## config.mk

```make
export PLATFORM = sky130hd
export DESIGN_NAME = fnd_scan_ctrl
export DESIGN_NICKNAME = d
export VERILOG_FILES = /design/src/rtl/fnd_pkg.sv /design/src/rtl/fnd_slot_timer.sv /design/src/rtl/fnd_scan_ctrl.sv
export SDC_FILE = /design/constraint.sdc
export NUM_CORES = 1
export LEC_CHECK = 0
export CORE_UTILIZATION = 28
export DETAILED_ROUTE_END_ITERATION = 10
export MAX_ROUTING_LAYER = met4
export REMOVE_ABC_BUFFERS = 1
export SETUP_SLACK_MARGIN = 0.4
export SYNTH_ARGS = -nofsm -noshare
export SYNTH_HDL_FRONTEND = slang
export SYNTH_HIERARCHICAL = 1
export SYNTH_SLANG_ARGS = --single-unit
```

## constraint.sdc

```tcl
create_clock -name i_clk -period 3.6 [get_ports i_clk]
set_input_delay 0.72 -clock i_clk [delete_from_list [all_inputs] [get_ports i_clk]]
set_output_delay 0.72 -clock i_clk [all_outputs]
set_load 0.01 [all_outputs]
```

## src/rtl/fnd_pkg.sv

```systemverilog
`default_nettype none
// ============================================================================
// Module      : fnd_pkg
// Description : Shared constants, state encoding and font helpers for the
//               four-digit seven-segment scan controller.
// Revision    : 1.0 - initial release
// ============================================================================
package fnd_pkg;

    localparam int N_DIG = 4;

    // Active-low segment patterns, bit7 = DP, [6:0] = g..a
    localparam logic [7:0] FONT_BLANK = 8'hFF;
    localparam logic [7:0] FONT_0     = 8'hC0;
    localparam logic [7:0] FONT_1     = 8'hF9;
    localparam logic [7:0] FONT_2     = 8'hA4;
    localparam logic [7:0] FONT_3     = 8'hB0;
    localparam logic [7:0] FONT_4     = 8'h99;
    localparam logic [7:0] FONT_5     = 8'h92;
    localparam logic [7:0] FONT_6     = 8'h82;
    localparam logic [7:0] FONT_7     = 8'hF8;
    localparam logic [7:0] FONT_8     = 8'h80;
    localparam logic [7:0] FONT_9     = 8'h90;

    typedef enum logic [1:0] {
        S_OFF = 2'd0,
        S_GAP = 2'd1,
        S_ON  = 2'd2
    } state_t;

    // Segment pattern for one BCD nibble; non-decimal codes show nothing
    function automatic logic [7:0] seg_of(input logic [3:0] nib);
        logic [7:0] f;
        case (nib)
            4'd0:    f = FONT_0;
            4'd1:    f = FONT_1;
            4'd2:    f = FONT_2;
            4'd3:    f = FONT_3;
            4'd4:    f = FONT_4;
            4'd5:    f = FONT_5;
            4'd6:    f = FONT_6;
            4'd7:    f = FONT_7;
            4'd8:    f = FONT_8;
            4'd9:    f = FONT_9;
            default: f = FONT_BLANK;
        endcase
        return f;
    endfunction

    // Full pattern for digit idx, including leading-zero blanking and DP.
    // The DP is lit even on a blanked digit so a bare point can be shown.
    function automatic logic [7:0] digit_font(input logic [15:0] digits,
                                              input logic [3:0]  dp,
                                              input logic        lzb,
                                              input logic [1:0]  idx);
        logic [7:0] f;
        logic       blank;
        case (idx)
            2'd1:    blank = lzb && (digits[15:4]  == 12'd0);
            2'd2:    blank = lzb && (digits[15:8]  == 8'd0);
            2'd3:    blank = lzb && (digits[15:12] == 4'd0);
            default: blank = 1'b0;
        endcase
        f = blank ? FONT_BLANK : seg_of(digits[{idx, 2'b00} +: 4]);
        if (dp[idx]) begin
            f[7] = 1'b0;
        end
        return f;
    endfunction

endpackage
`default_nettype wire

```

## src/rtl/fnd_slot_timer.sv

```systemverilog
`default_nettype none
// ============================================================================
// Module      : fnd_slot_timer
// Description : Per-digit slot counter; flags the last blank cycle and the
//               last cycle of each SCAN_DIV-long slot.
// Revision    : 1.0 - initial release
// ============================================================================
module fnd_slot_timer #(
    parameter int SCAN_DIV = 100000,
    parameter int GAP_CYC  = 1000
) (
    input  logic clk,
    input  logic rst_n,
    input  logic run,
    input  logic clear,
    output logic gap_end,
    output logic slot_end
);

    localparam int CW = (SCAN_DIV > 1) ? $clog2(SCAN_DIV) : 1;

    logic [CW-1:0] cnt;

    // Free-running slot count, held at zero while the scan is stopping or off
    always_ff @(posedge clk or negedge rst_n) begin
        if (!rst_n) begin
            cnt <= '0;
        end else if (clear) begin
            cnt <= '0;
        end else if (cnt == CW'(SCAN_DIV - 1)) begin
            cnt <= '0;
        end else begin
            cnt <= cnt + CW'(1);
        end
    end

    assign gap_end  = run && (cnt == CW'(GAP_CYC - 1));
    assign slot_end = run && (cnt == CW'(SCAN_DIV - 1));

endmodule
`default_nettype wire

```

## src/rtl/fnd_scan_ctrl.sv

```systemverilog
`default_nettype none
// ============================================================================
// Module      : fnd_scan_ctrl
// Description : Four-digit multiplexed seven-segment scanner with blanking
//               gaps, leading-zero suppression and frame-synchronous loads.
// Revision    : 1.0 - initial release
// ============================================================================
module fnd_scan_ctrl
    import fnd_pkg::*;
#(
    parameter int SCAN_DIV = 100000,
    parameter int GAP_CYC  = 1000
) (
    input  logic        i_clk,
    input  logic        i_rst_n,
    input  logic        i_en,
    input  logic        i_load,
    input  logic [15:0] i_digits,
    input  logic [3:0]  i_dp,
    input  logic        i_lzb,
    output logic        o_busy,
    output logic        o_ack,
    output logic [3:0]  o_com,
    output logic [7:0]  o_font,
    output logic        o_frame
);

    state_t      state;
    logic [1:0]  idx;
    logic [3:0]  com;
    logic [7:0]  font;

    logic [15:0] stg_digits;
    logic [3:0]  stg_dp;
    logic        stg_lzb;
    logic [15:0] disp_digits;
    logic [3:0]  disp_dp;
    logic        disp_lzb;
    logic        busy;
    logic        ack;

    logic        run;
    logic        clear;
    logic        gap_end;
    logic        slot_end;
    logic        frame;

    assign run   = (state != S_OFF);
    assign clear = !run || !i_en;

    fnd_slot_timer #(
        .SCAN_DIV (SCAN_DIV),
        .GAP_CYC  (GAP_CYC)
    ) u_slot_timer (
        .clk      (i_clk),
        .rst_n    (i_rst_n),
        .run      (run),
        .clear    (clear),
        .gap_end  (gap_end),
        .slot_end (slot_end)
    );

    // Last cycle of the digit3 lit phase closes the frame
    assign frame = (state == S_ON) && (idx == 2'd3) && slot_end;

    // Scan FSM; commons and segments are updated on the same edge as the state
    always_ff @(posedge i_clk or negedge i_rst_n) begin
        if (!i_rst_n) begin
            state <= S_OFF;
            idx   <= 2'd0;
            com   <= 4'hF;
            font  <= FONT_BLANK;
        end else if (!i_en) begin
            state <= S_OFF;
            idx   <= 2'd0;
            com   <= 4'hF;
            font  <= FONT_BLANK;
        end else begin
            case (state)
                S_OFF: begin
                    state <= S_GAP;
                    idx   <= 2'd0;
                    com   <= 4'hF;
                    font  <= FONT_BLANK;
                end
                S_GAP: begin
                    if (gap_end) begin
                        state <= S_ON;
                        com   <= ~(4'b0001 << idx);
                        font  <= digit_font(disp_digits, disp_dp, disp_lzb, idx);
                    end
                end
                S_ON: begin
                    if (slot_end) begin
                        state <= S_GAP;
                        idx   <= idx + 2'd1;
                        com   <= 4'hF;
                        font  <= FONT_BLANK;
                    end
                end
                default: begin
                    state <= S_OFF;
                    idx   <= 2'd0;
                    com   <= 4'hF;
                    font  <= FONT_BLANK;
                end
            endcase
        end
    end

    // Load handshake: stage on request, commit at frame boundary (or at once when off)
    always_ff @(posedge i_clk or negedge i_rst_n) begin
        if (!i_rst_n) begin
            stg_digits  <= 16'd0;
            stg_dp      <= 4'd0;
            stg_lzb     <= 1'b0;
            disp_digits <= 16'd0;
            disp_dp     <= 4'd0;
            disp_lzb    <= 1'b0;
            busy        <= 1'b0;
            ack         <= 1'b0;
        end else begin
            ack <= 1'b0;
            if (busy && ((state == S_OFF) || frame)) begin
                disp_digits <= stg_digits;
                disp_dp     <= stg_dp;
                disp_lzb    <= stg_lzb;
                busy        <= 1'b0;
                ack         <= 1'b1;
            end else if (i_load && !busy) begin
                stg_digits <= i_digits;
                stg_dp     <= i_dp;
                stg_lzb    <= i_lzb;
                busy       <= 1'b1;
            end
        end
    end

    assign o_busy  = busy;
    assign o_ack   = ack;
    assign o_com   = com;
    assign o_font  = font;
    assign o_frame = frame;

endmodule
`default_nettype wire

```

# Word-level counts from Yosys, hierarchy flattened
# Memory sizes are Yosys's and may differ from the RTL's.
# Index checks and enable logic that the tools add are counted.
dict set report totals {
  ff_bits 77
  romBits 112
  input_bits 25
  out_inout_bits 15
  n_memories 1
}
# name words word_bits read_ports rd_ports_with_merged_regs write_ports line
set mem_list {}
lappend mem_list {{(no name shown)} 16 7 1 0 0 fnd_pkg.sv:34} ;# case (nib)
dict set report op_classes {
  add_sub_neg 2
  n_lt_le_gt_ge 1
  eq_ne 10
  shift 2
  n_mux 28
  n_bitwise 2
  reduce_logical 23
}
# cell count
set op_table {}
lappend op_table {{$mux W17} 2}
lappend op_table {{$mux W8} 4}
lappend op_table {{$add A17 B1 Y17 const B} 1}
lappend op_table {{$eq A17 B10 Y1 const B} 1}
lappend op_table {{$eq A17 B17 Y1 const B} 1}
lappend op_table {{$pmux W8 S2} 1}
lappend op_table {{$shiftx A16 B5 Y4} 1}
lappend op_table {{$logic_not A12 Y1} 1}
lappend op_table {{$mux W4} 3}
lappend op_table {{$mux W2} 5}
lappend op_table {{$logic_and A1 B1 Y1} 9}
lappend op_table {{$logic_not A8 Y1} 1}
lappend op_table {{$mux W1} 8}
lappend op_table {{$pmux W4 S2} 1}
lappend op_table {{$eq A2 B2 Y1 const B} 3}
lappend op_table {{$ne A3 B3 Y1 const B} 2}
lappend op_table {{$pmux W2 S3} 1}
lappend op_table {{$reduce_and A2 Y1} 3}
lappend op_table {{$eq A2 B1 Y1 const B} 2}
lappend op_table {{$logic_not A4 Y1} 1}
lappend op_table {{$not A4 Y4} 1}
lappend op_table {{$pmux W2 S2} 1}
lappend op_table {{$reduce_bool A2 Y1} 2}
lappend op_table {{$shl A1 B2 Y4 const A} 1}
lappend op_table {{other kinds (9)} 12}

# Depth between registers and ports, before layout
dict set report depth {
  word_depth 11
  depth_mapped 10
  mapped_depth_nobuf 8
}

# Cells and area by module
# Netlist, hierarchy kept.
# module n_inst cells_each area_per_inst_um2 seq_area_each_um2
set by_module_without_submodules {}
lappend by_module_without_submodules {fnd_scan_ctrl 1 199 2738.9 1516.5}
lappend by_module_without_submodules {fnd_slot_timer 1 96 939.7 425.4}

# Least setup slack after synthesis
# OpenSTA, ideal clock, no wires.
dict set report synth_timing {
  kind {register -> register}
  startpoint {register u_slot_timer.cnt[0]}
  endpoint {register disp_digits[0]}
  setup_time_ps 125
  t_arrival_ps 2134
  t_required_ps 3475
  setup_slack_ps 1342
  path_stages_with_launch 10
  n_path_buf 2
  period_less_slack_ps 2258
  path_cell_list {dfrtp_1 -> ha_1 -> and4_1 -> buf_2 -> nand4_2 -> nor2_1 -> and3_1 -> o21ai_2 -> buf_2 -> mux2_2}
}
dict set report synth_between {
  elab_chain_cells 5
}
# item line
set synth_lines {}
lappend synth_lines {{from (decl)} fnd_slot_timer.sv:22} ;# logic [CW-1:0] cnt;
lappend synth_lines {{from (signal assigned)} fnd_slot_timer.sv:33} ;# cnt <= cnt + CW'(1);
lappend synth_lines {{$eq A17 B17 Y1} fnd_slot_timer.sv:38} ;# assign slot_end = run && (cnt == CW'(SCAN_DIV - 1));
lappend synth_lines {{$logic_and A1 B1 Y1} fnd_slot_timer.sv:38}
lappend synth_lines {{named net slot_end} fnd_scan_ctrl.sv:45} ;# logic slot_end;
lappend synth_lines {{$logic_and A1 B1 Y1} fnd_scan_ctrl.sv:64} ;# assign frame = (state == S_ON) && (idx == 2'd3) && slot_end;
lappend synth_lines {{named net o_frame} fnd_scan_ctrl.sv:25} ;# output logic o_frame
lappend synth_lines {{$logic_or A1 B1 Y1} fnd_scan_ctrl.sv:124} ;# if (busy && ((state == S_OFF) || frame)) begin
lappend synth_lines {{$logic_and A1 B1 Y1} fnd_scan_ctrl.sv:124}
lappend synth_lines {{to (signal assigned)} fnd_scan_ctrl.sv:125} ;# disp_digits <= stg_digits;
lappend synth_lines {{to (decl)} fnd_scan_ctrl.sv:36} ;# logic [15:0] disp_digits;
# The timed path passes the listed nets, and every way through them passes these cells.
# A chain may end at the register's enable or synchronous reset.

# Worst setup path in the final report
dict set report layout_timing {
  startpoint {register u_slot_timer.cnt[0]}
  endpoint {output port o_frame}
}
dict set report layout_between {
  elab_chain_cells 3
}
# item line
set layout_lines {}
lappend layout_lines {{$eq A17 B17 Y1} fnd_slot_timer.sv:38}
lappend layout_lines {{$logic_and A1 B1 Y1} fnd_slot_timer.sv:38}
lappend layout_lines {{named net slot_end} fnd_scan_ctrl.sv:45}
lappend layout_lines {{$logic_and A1 B1 Y1} fnd_scan_ctrl.sv:64}
lappend layout_lines {{to (decl)} fnd_scan_ctrl.sv:25}
# The timed path passes the listed nets, and every way through them passes these cells.

==> impl_metrics.tcl <==
set metrics [dict create \
    p_leak_uw 0.00180 \
    ios 40 \
    detail_route.first_pass.iterations 4 \
    drc 0 \
    end_kind "primary output" \
    die_y_um 117 \
    routed_wl_um 6920 \
    fin_nets 369 \
    hold_viol_final 0 \
    rr_endpoint "disp_digits[10]" \
    ctsHoldBuffers 0 \
    grt_pass1_vias 2323 \
    die_w_um 117 \
    die_area_um2 13600 \
    holdWs_ns 0.500 \
    antenna_found_initial 0 \
    path_delay_family "simple AND/OR/NAND/NOR gates" \
    rsz0062_at_grt "no" \
    seq_area_frac_synth_pct 52.8 \
    min_path_type "reg2reg" \
    max_freq_mhz 325 \
    rows 41 \
    cts_sinks 77 \
    track_usage_pct 11.7 \
    io_buffers 39 \
    holdPathStages 1 \
    critPathMaxFanout 7 \
    worst-endpoint-arrival_ns 2.36 \
    synth-async-reset-ratio_pct 100 \
    placed_area_um2 4210 \
    grt_pass1_wl_um 11700 \
    utilization_pct 35.4 \
    timing.final.max_slew_violations 0 \
    clk_path_buf_depth 2 \
    netlist_instances 295 \
    overflow 0 \
    hold_end "disp_digits[14]" \
    synth_area_per_cell_um2 12.5 \
    r2r_cells 7 \
    slowest_stage "clkdlybuf4s50_1" \
    worst_ep_required_time_ns 2.88 \
    route.antenna.remaining_nets 0 \
    dp_hpwl_um 4840 \
    crit_type "reg2out" \
    start_util_pct 28.9 \
    p_per_area_nw_per_um2 546 \
    period_share_pct 85.5 \
    cts_tree "done" \
    reg2reg_slack_ns 0.87 \
    synthToLayoutAreaGrowth_pct 22.6 \
    drt-initial-drc-count 62 \
    synth_enable_flop_cells 0 \
    design_area_um2 4510 \
    setup_viol_count_final 0 \
    hp-start "stg_digits[14]" \
    ys_types 42 \
    synth_warnings 6 \
    yosys_register_bits 77 \
    cts_buffers 9 \
    grt_start_max_net_pins 78 \
    vias 2316 \
    startpoint_type "register" \
    finalSetupTns_ns 0 \
    final_layout_size_suffix_gt1_share_pct 25.5 \
    synthFlopType "dfrtp_1" \
    worstMarginPinSlew_ns 1.16 \
    regToRegStartpoint "u_slot_timer/cnt[0]" \
    cts_max_level 3 \
    synth_area_um2 3680 \
    wl_per_cell_um 13.6 \
    drv_cap 0 \
    slew_headroom_pct 22.7 \
    slowest_delay_ns 0.55 \
    finalPower_uw 2460 \
    cts_root_buf "clkbuf_16" \
    crit_path_cell_trace "ha_1 -> and4_4 -> nand4_2 -> nor2_4 -> and3_1 -> clkdlybuf4s50_1" \
    insertion_delay_ns 0.34 \
    path_buf_inv 1 \
    viasPerCell 4.55 \
    ir_drop_v 0.000209 \
    clkTransAtPathRegs_ns 0.06 \
    num_antenna_cells 0 \
    status "finished clean" \
    gp_congestion 0.825 \
    coreArea_um2 12700 \
    min_period_ns 3.08 \
    final.setup_skew_ns 0.00906 \
]
-- Yosys cell counts, types with 2 or more instances --
cell / number / share of area [%]
clkbuf_1: 2 / 0.20
and4_1: 4 / 0.95
buf_2: 7 / 0.95
dfstp_2: 12 / 8.6
nor3_1: 6 / 0.82
nand2_1: 10 / 1.0
buf_6: 3 / 0.92
nand3_1: 5 / 0.68
nor3b_1: 4 / 0.82
ha_1: 12 / 4.1
nor2b_1: 7 / 1.2
nand2b_1: 2 / 0.34
nor2_1: 26 / 2.7
dfrtp_1: 65 / 44
xor2_1: 9 / 2.1
o21ai_0: 5 / 0.68
inv_1: 9 / 0.92
xnor2_1: 7 / 1.7
mux2_2: 42 / 13
nand4_1: 6 / 1.0
and4b_1: 2 / 0.54
mux4_2: 4 / 2.4
a21oi_1: 8 / 1.1
o22a_1: 7 / 1.7
buf_1: 2 / 0.20
and2_1: 4 / 0.68
mux2i_1: 3 / 0.82
and3_1: 3 / 0.51
nor4_1: 6 / 1.0
-- worst register-to-register path, delay by kind of cell (launching register included) --
family                     cells  cell delay (ns)
adders and majority gates      1             0.24
and+or+nand+nor                4             0.64
AOI/OAI and AO/OA              1             0.88
DFF                            1             0.42
muxes                          1             0.44
-- worst max-delay path by stage --
| stage | startpoint | end | slack [ns] | depth (start not counted) |
|---|---|---|---|---|
| 3_3_place_gp | u_slot_timer/cnt[0] | o_frame | 0.73 | 6 |
| 5_1_grt | u_slot_timer/cnt[0] | o_frame | 0.41 | 6 |
| 6_report | u_slot_timer/cnt[0] | o_frame | 0.52 | 6 |
| 3_5_place_dp | u_slot_timer/cnt[0] | o_frame | 0.64 | 6 |
| 2_1_floorplan | u_slot_timer/cnt[0] | disp_digits[0] | 1.12 | 7 |
| 4_1_cts | u_slot_timer/cnt[0] | o_frame | 0.40 | 6 |
-- cell type report --
cell class / instances / area [um2]
inverter: 9 / 33.8
fill: 1277 / 8210
tap: 172 / 215
clock buffer: 10 / 239
timing repair buffer: 41 / 403
sequential: 77 / 1940
multi-input combinational: 194 / 1630
clock inverter: 6 / 50.0
-- flip-flops by register name, indices dropped and copies added, names as in the netlist, 2 cells and up --
name,count
stg_dp,4
o_font,8
disp_digits,16
u_slot_timer/cnt,17
stg_digits,16
o_com,4
idx,2
state,2
disp_dp,4
-- per-stage QoR --
step           setup WS [ns]  instances
2_1_floorplan           1.12        280
3_3_place_gp           0.727        493
3_5_place_dp           0.636        493
4_1_cts                0.401        509
5_1_grt                0.410        509
6_report               0.521        509
-- power by group --
part | switching [uW] | internal (uW)
Sequential | 108 | 1030
Combinational | 197 | 263
Clock | 364 | 496
Total | 669 | 1790
-- cell usage in the layout (no fill, tap or decap), drive strengths merged, types with 2 or more instances in the layout --
master and instances:
clkdlybuf4s50 38, nor3b 4, xnor2 7, nor2 26
and4 4, ha 12, nor2b 7, mux2 42
nor4 6, mux4 5, buf 3, nand3 5
nand4 7, a21oi 8, clkbuf 10, dfstp 12
o21ai 7, and2 4, nand2 10, and3 3
mux2i 3, nand2b 2, dfrtp 65, xor2 9
inv 13, and4b 2, o22a 7, nor3 6
-- metal layers --
layer  routed length (um)  global-route usage [%]  vias to the layer above
li1                     -                       -                     1122
met1                 3420                    15.5                     1147
met2                 3190                    17.0                       39
met3                  197                    2.85                        8
met4                  120                    4.81                        0
met5                    0                       -                        -
-- logic make-up after synthesis --
kind of cell             count (synthesis)  share of synthesized area, %
AO/OA/AOI/OAI                           28                          6.02
XOR/XNOR                                16                          3.81
adder cells (fa/ha/maj)                 12                          4.08
buffers and inverters                   24                          3.33
flip-flops                              77                          52.8
multiplexers                            50                          16.8
AND/OR/NAND/NOR                         88                          13.1
-- what timing repair did --
action	CTS	global route
pin swaps	0	1
setup endpoints to repair	1	1
gates resized for setup	2	2
setup buffers	0	0
No activity file was read; power rests on OpenSTA's default activity.
